**config.mk**
```make
export PLATFORM = sky130hd
export DESIGN_NAME = sd_cmd_sched
export DESIGN_NICKNAME = d
export VERILOG_FILES = /design/src/rtl/sd_pkg.sv /design/src/rtl/sd_crc7_serial.sv /design/src/rtl/sd_cmd_sched.sv
export SDC_FILE = /design/constraint.sdc
export NUM_CORES = 1
export LEC_CHECK = 0
export CAP_MARGIN = 10
export CORE_AREA = 2 2 113 115
export DETAILED_ROUTE_END_ITERATION = 10
export DIE_AREA = 0 0 115 117
export DONT_BUFFER_PORTS = 1
export SLEW_MARGIN = 20
export SYNTH_ARGS = -nofsm -noshare
export SYNTH_HDL_FRONTEND = slang
export SYNTH_HIERARCHICAL = 1
export SYNTH_SLANG_ARGS = --single-unit
```
**constraint.sdc**
```tcl
create_clock -name clk -period 2.5 [get_ports clk]
set_input_delay 0.375 -clock clk [delete_from_list [all_inputs] [get_ports clk]]
set_output_delay 0.375 -clock clk [all_outputs]
set_load 0.02 [all_outputs]
```
**src/rtl/sd_pkg.sv**
```systemverilog
// Shared definitions for the SD card command path: FSM state encoding,
// completion status codes, packet geometry and the bit-serial CRC7 step.
package sd_pkg;

    localparam int SD_CMD_LEN = 48;
    localparam int SD_HDR_LEN = 40;
    localparam logic [6:0] SD_CRC7_POLY = 7'h09;

    localparam logic [1:0] SD_ST_OK      = 2'b00;
    localparam logic [1:0] SD_ST_CRCERR  = 2'b01;
    localparam logic [1:0] SD_ST_TIMEOUT = 2'b10;

    typedef enum logic [2:0] {
        ST_IDLE     = 3'd0,
        ST_CRC      = 3'd1,
        ST_ISSUE    = 3'd2,
        ST_WAIT_TX  = 3'd3,
        ST_WAIT_RSP = 3'd4,
        ST_DONE     = 3'd5
    } sd_state_e;

    // One MSB-first step of CRC7 (x^7 + x^3 + 1).
    function automatic logic [6:0] crc7_step(input logic [6:0] crc, input logic din);
        logic fb;
        fb = din ^ crc[6];
        crc7_step = {crc[5:0], 1'b0} ^ (fb ? SD_CRC7_POLY : 7'h00);
    endfunction

endpackage

```
**src/rtl/sd_crc7_serial.sv**
```systemverilog
// Bit-serial CRC7 accumulator, one data bit per enabled cycle, MSB first.
// Shared between the command scheduler and the CMD-line transmitter.
module sd_crc7_serial
    import sd_pkg::*;
(
    input  logic       clk,
    input  logic       reset_n,
    input  logic       clr,
    input  logic       en,
    input  logic       din,
    output logic [6:0] crc
);

    logic [6:0] crc_r;

    // CRC register: clear has priority over shifting in a new bit.
    always_ff @(posedge clk) begin
        if (!reset_n) begin
            crc_r <= 7'h00;
        end else if (clr) begin
            crc_r <= 7'h00;
        end else if (en) begin
            crc_r <= crc7_step(crc_r, din);
        end else begin
            crc_r <= crc_r;
        end
    end

    assign crc = crc_r;

endmodule

```
**src/rtl/sd_cmd_sched.sv**
```systemverilog
// SD command-path scheduler: round-robin arbitration between requesters,
// CRC7 generation over the 40-bit header, packet hand-off to the CMD-line
// transmitter and completion reporting. One command in flight at a time.
// Optional feature: define SD_CMD_TIMEOUT_EN to add a response timeout of
// TIMEOUT_CYC cycles (status 10); otherwise the response wait is unbounded.
module sd_cmd_sched
    import sd_pkg::*;
#(
    parameter int NUM_REQ     = 2,
    parameter int TIMEOUT_CYC = 1024
) (
    input  logic                    clk,
    input  logic                    reset_n,
    input  logic [NUM_REQ-1:0]      req,
    input  logic [6*NUM_REQ-1:0]    req_idx,
    input  logic [32*NUM_REQ-1:0]   req_arg,
    input  logic [NUM_REQ-1:0]      req_rsp_exp,
    output logic [NUM_REQ-1:0]      gnt,
    output logic [NUM_REQ-1:0]      done,
    output logic [1:0]              status,
    output logic [SD_CMD_LEN-1:0]   cmdPkt,
    output logic                    newCmdStrb,
    input  logic                    tx_ready,
    input  logic                    tx_done,
    input  logic                    rsp_valid,
    input  logic                    rsp_crc_err
);

    localparam int PW = (NUM_REQ > 1) ? $clog2(NUM_REQ) : 1;
    localparam logic [5:0] LAST_BIT = 6'(SD_HDR_LEN - 1);

    sd_state_e               state_r;
    logic [PW-1:0]           ptr_r;
    logic [5:0]              idx_r;
    logic [31:0]             arg_r;
    logic                    rsp_exp_r;
    logic [5:0]              bit_cnt_r;
    logic [NUM_REQ-1:0]      gnt_r;
    logic [NUM_REQ-1:0]      done_r;
    logic [1:0]              status_r;
    logic [SD_CMD_LEN-1:0]   cmd_pkt_r;
    logic                    strb_r;

    logic [PW-1:0]           win_s;
    logic                    any_s;
    logic [NUM_REQ-1:0]      win_oh_s;
    logic [5:0]              sel_idx_s;
    logic [31:0]             sel_arg_s;
    logic                    sel_rsp_s;
    logic [PW-1:0]           ptr_next_s;
    logic [SD_HDR_LEN-1:0]   hdr_s;
    logic                    hdr_bit_s;
    logic                    crc_clr_s;
    logic                    crc_en_s;
    logic [6:0]              crc_s;

`ifdef SD_CMD_TIMEOUT_EN
    localparam int TMO_W = $clog2(TIMEOUT_CYC + 1);
    logic [TMO_W-1:0]        tmo_cnt_r;
`else
    logic [31:0]             unused_tmo_s;
    assign unused_tmo_s = 32'(TIMEOUT_CYC);
`endif

    // Round-robin search starting at the priority pointer; first hit wins.
    always_comb begin
        logic [PW-1:0] cand;
        logic          hit;
        win_s = '0;
        any_s = 1'b0;
        cand  = '0;
        hit   = 1'b0;
        for (int i = 0; i < NUM_REQ; i++) begin
            cand  = PW'((int'(ptr_r) + i) % NUM_REQ);
            hit   = !any_s && req[cand];
            win_s = hit ? cand : win_s;
            any_s = any_s | hit;
        end
    end

    // Decode the winner into a one-hot grant and select its command fields.
    always_comb begin
        win_oh_s  = '0;
        sel_idx_s = 6'd0;
        sel_arg_s = 32'd0;
        sel_rsp_s = 1'b0;
        for (int i = 0; i < NUM_REQ; i++) begin
            win_oh_s[i] = (win_s == PW'(i));
            sel_idx_s   = (win_s == PW'(i)) ? req_idx[6*i +: 6]   : sel_idx_s;
            sel_arg_s   = (win_s == PW'(i)) ? req_arg[32*i +: 32] : sel_arg_s;
            sel_rsp_s   = (win_s == PW'(i)) ? req_rsp_exp[i]      : sel_rsp_s;
        end
    end

    // Pointer moves to the requester after the winner, wrapping at NUM_REQ.
    always_comb begin
        if (win_s == PW'(NUM_REQ - 1)) begin
            ptr_next_s = '0;
        end else begin
            ptr_next_s = win_s + PW'(1);
        end
    end

    // Header bit feed for the CRC: MSB first, indexed by the bit counter.
    always_comb begin
        hdr_s     = {1'b0, 1'b1, idx_r, arg_r};
        hdr_bit_s = hdr_s[LAST_BIT - bit_cnt_r];
        crc_clr_s = (state_r == ST_IDLE) && any_s;
        crc_en_s  = (state_r == ST_CRC);
    end

    sd_crc7_serial u_crc7 (
        .clk     (clk),
        .reset_n (reset_n),
        .clr     (crc_clr_s),
        .en      (crc_en_s),
        .din     (hdr_bit_s),
        .crc     (crc_s)
    );

    // Command FSM with registered grant, completion, status and packet outputs.
    always_ff @(posedge clk) begin
        if (!reset_n) begin
            state_r   <= ST_IDLE;
            ptr_r     <= '0;
            idx_r     <= 6'd0;
            arg_r     <= 32'd0;
            rsp_exp_r <= 1'b0;
            bit_cnt_r <= 6'd0;
            gnt_r     <= '0;
            done_r    <= '0;
            status_r  <= SD_ST_OK;
            cmd_pkt_r <= '0;
            strb_r    <= 1'b0;
`ifdef SD_CMD_TIMEOUT_EN
            tmo_cnt_r <= '0;
`endif
        end else begin
            strb_r <= 1'b0;
            done_r <= '0;
            case (state_r)
                ST_IDLE: begin
                    if (any_s) begin
                        idx_r     <= sel_idx_s;
                        arg_r     <= sel_arg_s;
                        rsp_exp_r <= sel_rsp_s;
                        gnt_r     <= win_oh_s;
                        bit_cnt_r <= 6'd0;
                        ptr_r     <= ptr_next_s;
                        state_r   <= ST_CRC;
                    end
                end
                ST_CRC: begin
                    if (bit_cnt_r == LAST_BIT) begin
                        state_r <= ST_ISSUE;
                    end else begin
                        bit_cnt_r <= bit_cnt_r + 6'd1;
                    end
                end
                ST_ISSUE: begin
                    // CRC is final here; packet is rebuilt each ISSUE cycle and
                    // then held through the strobe and beyond.
                    cmd_pkt_r <= {1'b0, 1'b1, idx_r, arg_r, crc_s, 1'b1};
                    if (tx_ready) begin
                        strb_r  <= 1'b1;
                        state_r <= ST_WAIT_TX;
                    end
                end
                ST_WAIT_TX: begin
                    // strb_r high means this is the strobe cycle: a tx_done
                    // here belongs to an earlier transfer and is ignored.
                    if (tx_done && !strb_r) begin
                        if (rsp_exp_r) begin
                            state_r <= ST_WAIT_RSP;
`ifdef SD_CMD_TIMEOUT_EN
                            tmo_cnt_r <= '0;
`endif
                        end else begin
                            done_r   <= gnt_r;
                            status_r <= SD_ST_OK;
                            gnt_r    <= '0;
                            state_r  <= ST_DONE;
                        end
                    end
                end
                ST_WAIT_RSP: begin
                    if (rsp_valid) begin
                        done_r   <= gnt_r;
                        status_r <= rsp_crc_err ? SD_ST_CRCERR : SD_ST_OK;
                        gnt_r    <= '0;
                        state_r  <= ST_DONE;
`ifdef SD_CMD_TIMEOUT_EN
                    end else if (tmo_cnt_r == TMO_W'(TIMEOUT_CYC - 1)) begin
                        done_r   <= gnt_r;
                        status_r <= SD_ST_TIMEOUT;
                        gnt_r    <= '0;
                        state_r  <= ST_DONE;
                    end else begin
                        tmo_cnt_r <= tmo_cnt_r + TMO_W'(1);
`endif
                    end
                end
                ST_DONE: begin
                    state_r <= ST_IDLE;
                end
                default: begin
                    gnt_r   <= '0;
                    state_r <= ST_IDLE;
                end
            endcase
        end
    end

    assign gnt        = gnt_r;
    assign done       = done_r;
    assign status     = status_r;
    assign cmdPkt     = cmd_pkt_r;
    assign newCmdStrb = strb_r;

endmodule

```
==> flow_metrics.tcl <==
set metrics [dict create \
    core_um2 12310 \
    chipWidth_um 115 \
    avgSynthCellArea_um2 9.087 \
    drive_gt1_share_pct 10.43 \
    seq_area_um2 2162 \
    clkTransAtPathRegs_ns 0.07 \
    fmax_mhz 434.3 \
    clock-root-buffer "clkbuf_16" \
    grt_first_pass_wirelength_um 18840 \
    ys.flop_type "dfxtp_1" \
    cts_inserted_buffers 9 \
    cts_tree "done" \
    dr.pass1.iters 4 \
    clock_skew_ns 0.01356 \
    worstPathRequired_ns 2.73 \
    slew_violations 0 \
    portBuffers 0 \
    multiInputGateArea_um2 2365 \
    nFillCells 1208 \
    hold_viol 0 \
    fin_hold_ws_ns 0.1478 \
    ys_seq_area_share_pct 45.32 \
    ys_top_cells_by_count "108 x dfxtp_1, 97 x nand2_1, 96 x nor2_1, 42 x a21boi_1, 33 x o221ai_1" \
    start_util_pct 38.75 \
    ant_nets 0 \
    syn_area_um2 4771 \
    cellLeakagePower_nw 1.841 \
    p_seq_share_pct 44.9 \
    postLayoutCellArea_um2 5182 \
    power.net_switching_mw 2.085 \
    synth.distinct_cells 55 \
    critPathLaunchType "flip-flop" \
    p_per_area_nw_per_um2 1148 \
    maxSlewHeadroom_pct 56.97 \
    postCtsSetupBuffers 0 \
    tns_ns 0 \
    die_h_um 117 \
    worst_slew_pin_slew_ns 0.6455 \
    antenna_found_initial 0 \
    period_share_pct 92.10 \
    ys_ff_latch 108 \
    yosysTopAreaCellShare_pct 45.32 \
    netSwitchingFraction_pct 35.06 \
    cts_max_level 3 \
    drt_iter0_markers 257 \
    netlist_instances 525 \
    cap_viol_max_count 0 \
    grt_pass1_vias 3492 \
    rows 41 \
    finalNetCount 593 \
    setup-violations-final 0 \
    n_antenna_cell 0 \
    rsz0062_at_grt "no" \
    synth.area.top_cells "dfxtp_1 45%, nand2_1 7.6%, nor2_1 7.6%, a21boi_1 6.6%, o221ai_1 6.1%" \
    grt_usage_pct 18.04 \
    vias_per_cell 5.634 \
    hpwl_um 8369 \
    io_pins 141 \
    p_int_mw 3.863 \
    total_power_mw 5.948 \
    clockBufferDepth 2 \
    grt-ovfl-total 0 \
    post-route-min-period_ns 2.302 \
    num_vias 3707 \
    r2r_slack_ns 0.20 \
    clkPwrFrac_pct 28.5 \
    route.detailed.drc 0 \
    utilization_pct 42.09 \
    die-area_um2 13460 \
    ys_warn_count 6 \
    outcome "complete, no violations" \
    hp-class "in -> reg" \
    globalplace.congestion 0.7792 \
    grt_max_degree 99 \
    clock_latency_ns 0.35 \
    critPathKind "reg -> reg" \
    synth_edf_count 0 \
    syn_to_final_growth_pct 8.628 \
    critPathCaptureType "flip-flop" \
    yosys.area.top_type "dfxtp_1" \
    yosysMostFrequentCell "dfxtp_1" \
    placedInstanceArea_um2 4821 \
    avgRoutedWirePerCell_um 18.26 \
    worstPathArrival_ns 2.53 \
    combPwrFrac_pct 26.6 \
    vdd.ir_drop.worst_mv 0.5012 \
    cp_max_fo 8 \
    cts_sinks 108 \
    synthArstFlopShare_pct 0 \
    drt-total-wl_um 12010 \
]
placed cells by master, fill, tap and decap left out, types with 3 or more instances in the layout:
master and count:
buf_4 10, a21boi_1 42, inv_1 3, clkbuf_16 9, nand2_1 97, mux4_2 7
mux2i_1 11, o21a_1 3, xnor2_1 4, and3_1 4, a21boi_0 8, ha_1 3
nor2_1 96, nand3_1 5, o221ai_2 6, o221ai_1 33, bufinv_16 4, nand2b_1 6
dfxtp_1 108
per-layer routing:
layer | GRT usage [%] | routed length [um] | vias to the layer above
met5 | 0 | 0 | -
met4 | 4.337 | 50 | 0
met3 | 6.488 | 1089 | 4
li1 | - | - | 1777
met1 | 23.72 | 5379 | 1792
met2 | 28.51 | 5494 | 134
path summary, 6_finish.rpt:
path                     start       endpoint  cells past startpoint
hold reg to reg      arg_r[30]     cmdPkt[38]                      2
setup / recovery  bit_cnt_r[0]  u_crc7/crc[3]                      8
hold / removal      req_arg[8]       arg_r[8]                      2
setup reg to reg  bit_cnt_r[0]  u_crc7/crc[3]                      8
kinds of logic after synthesis:
logic type	Yosys count	synth area share [%]
DFF	108	45.32
other	1	0.07860
xor gates and xnor gates	7	1.285
muxes	19	6.163
adders and majority gates	3	0.7869
and+or+nand+nor	223	20.01
buffers and inverters	49	5.586
AOI/OAI and AO/OA	115	20.77
state kept, by name (all words and copies together) (netlist names), 2 cells and up:
register and cells:
state_r 3, u_crc7/crc 7, idx_r 6, done 2, bit_cnt_r 6, gnt 2
cmdPkt 46, arg_r 32
power groups by stage:
stage | registers (mW) | logic, mW | clock network (mW)
after global routing | 2.73 | 1.76 | 1.82
after CTS | 2.68 | 1.60 | 1.74
after global placement | 2.72 | 1.55 | 0
after detailed placement | 2.72 | 1.60 | 0
after floorplan | 2.51 | 1.41 | 0
final | 2.67 | 1.58 | 1.70
metrics by stage:
| stage | cells | worst slack [ns] |
|---|---|---|
| after global routing | 658 | 0.03141 |
| after CTS | 658 | 0.1845 |
| after global placement | 643 | 0.3024 |
| after detailed placement | 643 | 0.1977 |
| after floorplan | 526 | 0.3720 |
| final | 658 | 0.1975 |
worst max-delay path, stage by stage, from the launching register on:
cell and delay [ns]:
dfxtp_1 0.59, mux4_2 0.58, mux2i_1 0.14, mux2i_1 0.09
nand3_1 0.08, nand3_1 0.10, xnor2_1 0.29, nor4b_2 0.10
a211o_1 0.23
layout make-up:
class	instances	area share, %
inverter	5	0.3621
timing repair buffer	11	1.835
tap	150	3.621
clock inverter	5	2.414
sequential	108	41.72
clock buffer	10	4.418
multi-input combinational	369	45.63
repair_timing:
action / CTS / global route
endpoints found under the setup margin: 0 / 1
resized for setup: 0 / 1
hold buffers: 0 / 0
Power figures use the tool's default switching activity.
